`config.mk`:
```
export PLATFORM = sky130hd
export DESIGN_NAME = axi_rd_arbiter
export DESIGN_NICKNAME = d
export VERILOG_FILES = /design/src/rtl/axi_rd_arb_pkg.sv /design/src/rtl/axi_rd_arbiter_rr_select.sv /design/src/rtl/axi_rd_arbiter.sv
export SDC_FILE = /design/constraint.sdc
export NUM_CORES = 1
export LEC_CHECK = 0
export CAP_MARGIN = 20
export CORE_MARGIN = 4
export CORE_UTILIZATION = 30
export DETAILED_ROUTE_END_ITERATION = 7
export MAX_ROUTING_LAYER = met4
export PLACE_DENSITY = 0.74
export SYNTH_ARGS = -nofsm -noshare
export SYNTH_HDL_FRONTEND = slang
export SYNTH_SLANG_ARGS = --single-unit
```
`constraint.sdc`:
```
create_clock -name clk -period 2.2 [get_ports clk]
set_clock_uncertainty 0.2 [all_clocks]
set_input_delay 0.44 -clock clk [delete_from_list [all_inputs] [get_ports clk]]
set_output_delay 0.44 -clock clk [all_outputs]
set_load 0.02 [all_outputs]
```
`src/rtl/axi_rd_arb_pkg.sv`:
```
// Shared types and constants for the AXI-lite read-channel arbiter.
// Optional watchdog is enabled with AXI_RD_TIMEOUT_EN.
package axi_rd_arb_pkg;

    typedef enum logic [2:0] {
        IDLE,
        ADDR,
        DATA,
        RESP,
        FLUSH
    } state_t;

    localparam logic [1:0] RESP_OKAY   = 2'b00;
    localparam logic [1:0] RESP_SLVERR = 2'b10;

    localparam int TIMEOUT_CYCLES_DEF = 1024;

endpackage

```
`src/rtl/axi_rd_arbiter_rr_select.sv`:
```
// Combinational round-robin picker: first request after last grant.
// Shared by the read arbiter and any future write-channel arbiter.
module rr_select #(
    parameter int N  = 2,
    parameter int IW = (N > 1) ? $clog2(N) : 1
) (
    input  logic [N-1:0]  req,
    input  logic [IW-1:0] last,
    output logic [N-1:0]  gnt,
    output logic [IW-1:0] idx,
    output logic          any
);

    logic [IW:0]   sum;
    logic [IW-1:0] pos;

    // Walk requesters from last+1 with wrap-around, keep the first hit.
    always_comb begin
        gnt = '0;
        idx = '0;
        any = 1'b0;
        sum = '0;
        pos = '0;
        for (int k = 1; k <= N; k++) begin
            sum = {1'b0, last} + (IW+1)'(k);
            if (sum >= (IW+1)'(N)) begin
                sum = sum - (IW+1)'(N);
            end
            pos = sum[IW-1:0];
            if (!any && req[pos]) begin
                any      = 1'b1;
                gnt[pos] = 1'b1;
                idx      = pos;
            end
        end
    end

endmodule

```
`src/rtl/axi_rd_arbiter.sv`:
```
// Round-robin arbiter sharing one AXI-lite read channel between N requesters.
// Define AXI_RD_TIMEOUT_EN to add the watchdog with SLVERR and stale-beat flush.
module axi_rd_arbiter
    import axi_rd_arb_pkg::*;
#(
    parameter int N_MASTERS      = 2,
    parameter int TIMEOUT_CYCLES = TIMEOUT_CYCLES_DEF
) (
    input  logic                    clk,
    input  logic                    rstn,
    input  logic [32*N_MASTERS-1:0] core_axi_araddr,
    input  logic [N_MASTERS-1:0]    core_axi_arvalid,
    output logic [N_MASTERS-1:0]    core_axi_arready,
    output logic [31:0]             core_axi_rdata,
    output logic [1:0]              core_axi_rresp,
    output logic [N_MASTERS-1:0]    core_axi_rvalid,
    input  logic [N_MASTERS-1:0]    core_axi_rready,
    output logic [31:0]             mem_axi_araddr,
    output logic                    mem_axi_arvalid,
    input  logic                    mem_axi_arready,
    input  logic [31:0]             mem_axi_rdata,
    input  logic [1:0]              mem_axi_rresp,
    input  logic                    mem_axi_rvalid,
    output logic                    mem_axi_rready
);

    localparam int N  = N_MASTERS;
    localparam int IW = $clog2(N);
    localparam logic [N-1:0] ONE = N'(1);

    state_t        state, state_n;
    logic [IW-1:0] last_grant, last_n;
    logic [IW-1:0] gidx, gidx_n;
    logic [N-1:0]  arready_n, rvalid_n;
    logic [31:0]   araddr_n, rdata_n;
    logic [1:0]    rresp_n;
    logic          arvalid_n, rready_n;

    logic [N-1:0]  gnt;
    logic [IW-1:0] sel;
    logic          req_any;
    logic [31:0]   addr_arr [N];

    for (genvar i = 0; i < N; i++) begin : g_addr
        assign addr_arr[i] = core_axi_araddr[32*i +: 32];
    end

    rr_select #(.N(N), .IW(IW)) u_rr (
        .req  (core_axi_arvalid),
        .last (last_grant),
        .gnt  (gnt),
        .idx  (sel),
        .any  (req_any)
    );

`ifdef AXI_RD_TIMEOUT_EN
    localparam int CW = $clog2(TIMEOUT_CYCLES + 1);
    logic [CW-1:0] cnt, cnt_n;
    logic          flush, flush_n;
    logic          timeout;
    assign timeout = (cnt == CW'(TIMEOUT_CYCLES - 1));
`else
    logic unused_cfg;
    assign unused_cfg = |TIMEOUT_CYCLES;
`endif

    // Next-state and next-output logic; every output is registered below.
    always_comb begin
        state_n   = state;
        last_n    = last_grant;
        gidx_n    = gidx;
        arready_n = '0;
        araddr_n  = mem_axi_araddr;
        arvalid_n = mem_axi_arvalid;
        rready_n  = mem_axi_rready;
        rdata_n   = core_axi_rdata;
        rresp_n   = core_axi_rresp;
        rvalid_n  = core_axi_rvalid;
`ifdef AXI_RD_TIMEOUT_EN
        cnt_n     = cnt;
        flush_n   = flush;
`endif
        case (state)
            IDLE: begin
                if (req_any) begin
                    arready_n = gnt;
                    araddr_n  = addr_arr[sel];
                    arvalid_n = 1'b1;
                    gidx_n    = sel;
                    state_n   = ADDR;
`ifdef AXI_RD_TIMEOUT_EN
                    cnt_n     = '0;
                    flush_n   = 1'b0;
`endif
                end
            end
            ADDR: begin
`ifdef AXI_RD_TIMEOUT_EN
                cnt_n = cnt + CW'(1);
`endif
                if (mem_axi_arready) begin
                    arvalid_n = 1'b0;
                    rready_n  = 1'b1;
                    state_n   = DATA;
                end
`ifdef AXI_RD_TIMEOUT_EN
                else if (timeout) begin
                    arvalid_n = 1'b0;
                    rdata_n   = '0;
                    rresp_n   = RESP_SLVERR;
                    rvalid_n  = ONE << gidx;
                    state_n   = RESP;
                end
`endif
            end
            DATA: begin
`ifdef AXI_RD_TIMEOUT_EN
                cnt_n = cnt + CW'(1);
`endif
                if (mem_axi_rvalid) begin
                    rdata_n  = mem_axi_rdata;
                    rresp_n  = mem_axi_rresp;
                    rready_n = 1'b0;
                    rvalid_n = ONE << gidx;
                    state_n  = RESP;
                end
`ifdef AXI_RD_TIMEOUT_EN
                else if (timeout) begin
                    rready_n = 1'b0;
                    rdata_n  = '0;
                    rresp_n  = RESP_SLVERR;
                    rvalid_n = ONE << gidx;
                    flush_n  = 1'b1;
                    state_n  = RESP;
                end
`endif
            end
            RESP: begin
                if (core_axi_rready[gidx]) begin
                    rvalid_n = '0;
                    last_n   = gidx;
                    state_n  = IDLE;
`ifdef AXI_RD_TIMEOUT_EN
                    if (flush) begin
                        rready_n = 1'b1;
                        state_n  = FLUSH;
                    end
`endif
                end
            end
`ifdef AXI_RD_TIMEOUT_EN
            FLUSH: begin
                if (mem_axi_rvalid) begin
                    rready_n = 1'b0;
                    state_n  = IDLE;
                end
            end
`endif
            default: state_n = IDLE;
        endcase
    end

    // State and output registers, cleared asynchronously.
    always_ff @(posedge clk or negedge rstn) begin
        if (!rstn) begin
            state            <= IDLE;
            last_grant       <= IW'(N - 1);
            gidx             <= '0;
            core_axi_arready <= '0;
            core_axi_rdata   <= '0;
            core_axi_rresp   <= '0;
            core_axi_rvalid  <= '0;
            mem_axi_araddr   <= '0;
            mem_axi_arvalid  <= 1'b0;
            mem_axi_rready   <= 1'b0;
`ifdef AXI_RD_TIMEOUT_EN
            cnt              <= '0;
            flush            <= 1'b0;
`endif
        end else begin
            state            <= state_n;
            last_grant       <= last_n;
            gidx             <= gidx_n;
            core_axi_arready <= arready_n;
            core_axi_rdata   <= rdata_n;
            core_axi_rresp   <= rresp_n;
            core_axi_rvalid  <= rvalid_n;
            mem_axi_araddr   <= araddr_n;
            mem_axi_arvalid  <= arvalid_n;
            mem_axi_rready   <= rready_n;
`ifdef AXI_RD_TIMEOUT_EN
            cnt              <= cnt_n;
            flush            <= flush_n;
`endif
        end
    end

endmodule
```
# ---- Word-level counts from Yosys, hierarchy flattened
# Index checks and enable logic that the tools add are counted.
dict set report totals {
  input_bits 106
  wordCells 84
  output_inout_bits 72
  reg_bits 77
}
dict set report op_classes {
  shift 1
  bitwise_logic 2
  n_addsub 4
  muxes 37
  n_reduce_logical 15
  n_eq_ne 7
  n_lt_le_gt_ge 8
}
# cell n
set op_table {}
lappend op_table {{$mux W32} 3}
lappend op_table {{$mux W1} 18}
lappend op_table {{$mux W2} 6}
lappend op_table {{$mux W3} 4}
lappend op_table {{$pmux W3 S4} 1}
lappend op_table {{$reduce_and A3 Y1} 3}
lappend op_table {{$ne A2 B2 Y1 const B} 4}
lappend op_table {{$eq A3 B2 Y1 const B} 2}
lappend op_table {{$ge A2 B2 Y1 const B} 3}
lappend op_table {{$lt A1 B2 Y1 const B} 3}
lappend op_table {{$reduce_and A2 Y1} 3}
lappend op_table {{$reduce_bool A2 Y1} 3}
lappend op_table {{$pmux W1 S2} 2}
lappend op_table {{$pmux W2 S2} 1}
lappend op_table {{$reduce_and A4 Y1} 1}
lappend op_table {{$eq A3 B1 Y1 const B} 1}
lappend op_table {{$logic_and A1 B1 Y1} 3}
lappend op_table {{$logic_not A3 Y1} 1}
lappend op_table {{$add A1 B1 Y2 const B} 1}
lappend op_table {{$add A1 B2 Y2 const B} 1}
lappend op_table {{$demux W1 S1} 2}
lappend op_table {{$ge A1 B1 Y1 const B} 2}
lappend op_table {{$not A1 Y2} 1}
lappend op_table {{$or A2 B2 Y2} 1}
lappend op_table {{3 further kinds} 4}

# ---- Logic depth before layout (Yosys ltp)
dict set report depth {
  ltp_word 13
  ltp_mapped 7
  depth_no_buf 6
}

# ---- Hierarchy
# Synthesis repeated with hierarchy kept, for this count alone.
dict set report unflattened {
  hier_cells 268
  hier_area_um2 3321.9
}
# mod area_per_inst_um2 n_inst seq_area_each_um2 cells_each
set by_module_without_submodules {}
lappend by_module_without_submodules {axi_rd_arbiter 3289.4 1 1903.1 263}
lappend by_module_without_submodules {rr_select 32.5 1 0.0 5}

# ---- Least setup slack after synthesis
# Ideal clock, no wire load.
dict set report synth_timing {
  kind {register to register}
  start {reg state[0]}
  end {reg state[1]}
  required_ps 1875
  n_path_buf 0
  setup_slack_ps 409
  arrival_time_ps 1466
  path_stages_with_launch 6
  synth_period_minus_slack_ps 1791
  setup_time_ps 125
  cell_sequence {dfrtp_1 inv_1 ha_1 or3b_1 o2111ai_2 mux2_4}
}
dict set report synth_between {
  elab_chain_cells 3
  word_cells_on_any_way 10
}
# element line_no
set synth_rtl {}
lappend synth_rtl {{start: declaration} axi_rd_arbiter.sv:31} ;# state_t state, state_n;
lappend synth_rtl {{start signal: assignment} axi_rd_arbiter.sv:181} ;# state <= state_n;
lappend synth_rtl {{$eq A3 B1 Y1, or another cell as far along} axi_rd_arbiter.sv:83} ;# case (state)
lappend synth_rtl {{$ne A2 B2 Y1 (no line)} n/a}
lappend synth_rtl {{$reduce_and A4 Y1 (no line)} n/a}
# Several ways; a longest one is shown, not always the timed one.
# A chain may end at the register's enable or synchronous reset.

# ---- Worst setup path in the final report
dict set report layout_timing {
  start {reg mem_axi_rready}
  end {out mem_axi_rready}
}
# element line_no
set layout_lines {}
lappend layout_lines {{start: declaration} axi_rd_arbiter.sv:24} ;# output logic mem_axi_rready
lappend layout_lines {{start signal: assignment} axi_rd_arbiter.sv:190} ;# mem_axi_rready <= rready_n;
# No word-level cell between the ends.

==> out/metrics.cfg <==
[outcome]
outcome = completed

[power_and_ir_drop]
peakVddDrop_uv = 675.2
static-leakage-power_uw = 0.002379
power_uw = 7547
powerDensity_nw_per_um2 = 1377

[yosys]
synth_seq_cells = 76
async_flop_share_pct = 100.0
yosys_warnings = 0
yosysSeqAreaShare_pct = 57.94
syn_area_um2 = 3284
synth_cells = 260
yosys.cell_types.count = 26
syn_area_per_cell_um2 = 12.63
synth-main-ff-cell = dfrtp_1
synth_edf_count = 0
synth_nets = 370

[worst_setup_path]
regToRegStartpoint = state[0]
crit_slowest_cell = clkdlybuf4s50_1
max_stage_delay_ps = 650
cp-startpoint = mem_axi_rready
cp_top_family = buffers and inverters
end_kind = output pin
critPathLaunchType = register
path_buf_inv = 1
crit_chain = clkdlybuf4s50_1
cp.required_ps = 1560
crit_arrival_ps = 1360
critPathMaxFanout = 3
worstSetupPathType = reg2out

[sta]
rsz0062_at_grt = no
max_freq_ghz = 0.5002
finalSetupTns_ps = 0
slew_viol_final = 0
period_minus_slack_ps = 1999
max_slew_margin_pct = 65.78
fin_crit_sh_pct = 90.87
setup_viol = 0
hold_violations = 0
worst_slew_pin_slew_ps = 513.3

[cts]
cts_buffer_depth = 2
ctsResizeCount = 0
cts_root_buffer = clkbuf_8
cts_buffers = 9
cts_max_level = 3
path_clk_slew_ps = 80
ctsHoldBuffers = 1
post_cts_buffers = 0
cts_sinks = 76
clkLatencyLatePin_ps = 330
tritoncts = built

[finish]
regArea_um2 = 1903
final_cells = 583
final_nets = 552
num_antenna_cells = 0
drive_gt1_share_pct = 14.54
layout_commonest_cell = clkdlybuf4s50_1
fillers = 926
final_util_pct = 52.16
area_growth_pct = 66.90
multiInputGateArea_um2 = 1267
fin_area_um2 = 5482
final_cell_mix = clkdlybuf4s50_1 (176), dfrtp_1 (75), nand2_1 (38)

[die]
fp-row-count = 37
dieArea_um2 = 12690
core_um2 = 10510
pin_count = 178
fp.dieW_um = 112.6
start_util_pct = 31.25
die_y_um = 112.6

[detailed_routing]
drtIter0Drc = 46
drc_errors = 0
detail_route.vias_per_cell = 4.408
vias = 2570
detail-route-antenna-nets = 0
routed_wirelength_mm = 8.985
wl_per_cell_um = 15.41
dr.pass1.iters = 4

[grt]
grt_pass1_wl_mm = 14.13
grt_max_degree = 67
gr-total-overflow = 0
track_usage_pct = 14.30
grt_pass1_vias = 2711
antenna_found_initial = 0

[placed_design]
place.gp.congestion = 0.7766
place_area_um2 = 5231
dp_cells = 566
place_hpwl_mm = 6.972
portBuffers = 177

[worst_hold_path]
hp-start = mem_axi_araddr[2]
hold_class = reg2reg

[job]
cap_violations = 0

-- power by group --
group	switching, µW	internal (µW)	total, µW	leakage, µW
registers	367	2090	2460	0.000921
clock network	511	754	1260	0.000109
logic	1840	1980	3820	0.00135
-- state kept, by name, indices dropped and copies added, names as in the netlist --
name              cells
core_axi_rdata       32
core_axi_rresp        2
core_axi_rvalid       2
mem_axi_rready        1
core_axi_arready      2
state                 2
last_grant            1
gidx                  1
mem_axi_araddr       32
mem_axi_arvalid       1
-- Yosys cell counts, types with 2 or more instances --
cell type / number / area, µm²
nor2_1: 3 / 11.26
nand2_1: 38 / 142.6
ha_1: 4 / 50.05
a21oi_1: 4 / 20.02
mux2_2: 36 / 405.4
dfrtp_1: 75 / 1877
nor2b_1: 2 / 12.51
o21ai_1: 5 / 25.02
o21ai_0: 29 / 145.1
inv_1: 5 / 18.77
mux2i_1: 35 / 350.3
clkbuf_1: 2 / 7.510
buf_2: 4 / 20.02
buf_8: 3 / 45.04
buf_4: 4 / 30.03
-- per-stage QoR --
stage	setup slack [ps]	hold WS, ps
finish	200.8	280.9
floorplan	409.5	-55.59
global route	143.8	307.5
global placement	119.8	241.2
CTS	163.1	287.7
detailed placement	71.35	243.8
-- cell type report --
cell class	instances	share of cell area, %
inverters	5	0.3424
well taps	136	3.104
multi-input cells	165	23.12
clock buffers	10	2.328
repair buffers	185	34.33
clock inverters	6	2.054
flip-flops and latches	76	34.72
-- path summary, 6_finish.rpt --
| kind | to | slack [ps] | cells past startpoint |
|---|---|---|---|
| min in group asynchronous | core_axi_rdata[1] | 400 | 2 |
| worst min register to register | mem_axi_araddr[2] | 280 | 2 |
| worst min-delay path | mem_axi_araddr[2] | 280 | 2 |
| worst max register to register | state[1] | 360 | 5 |
| max in group asynchronous | last_grant | 730 | 3 |
| worst max-delay path | mem_axi_rready | 200 | 1 |
-- cells by family after synthesis --
kind of cell    count (synthesis)  share of synthesized area (%)
compound gates                 42                          7.124
mux                            72                          23.47
simple gates                   47                          5.905
buf+inv                        19                          4.038
flops                          76                          57.94
fa+ha+maj                       4                          1.524
-- layer usage --
layer / part of all wire (%) / global-route usage, % / up-vias / wire length (µm)
met5: 0 / - / - / 0
li1: - / - / 1260 / -
met3: 6.2 / 3.720 / 18 / 557
met2: 52 / 24.88 / 89 / 4653
met1: 39 / 15.31 / 1203 / 3522
met4: 2.8 / 6.170 / 0 / 251
Note: power is estimated with default switching activity, not from simulation.
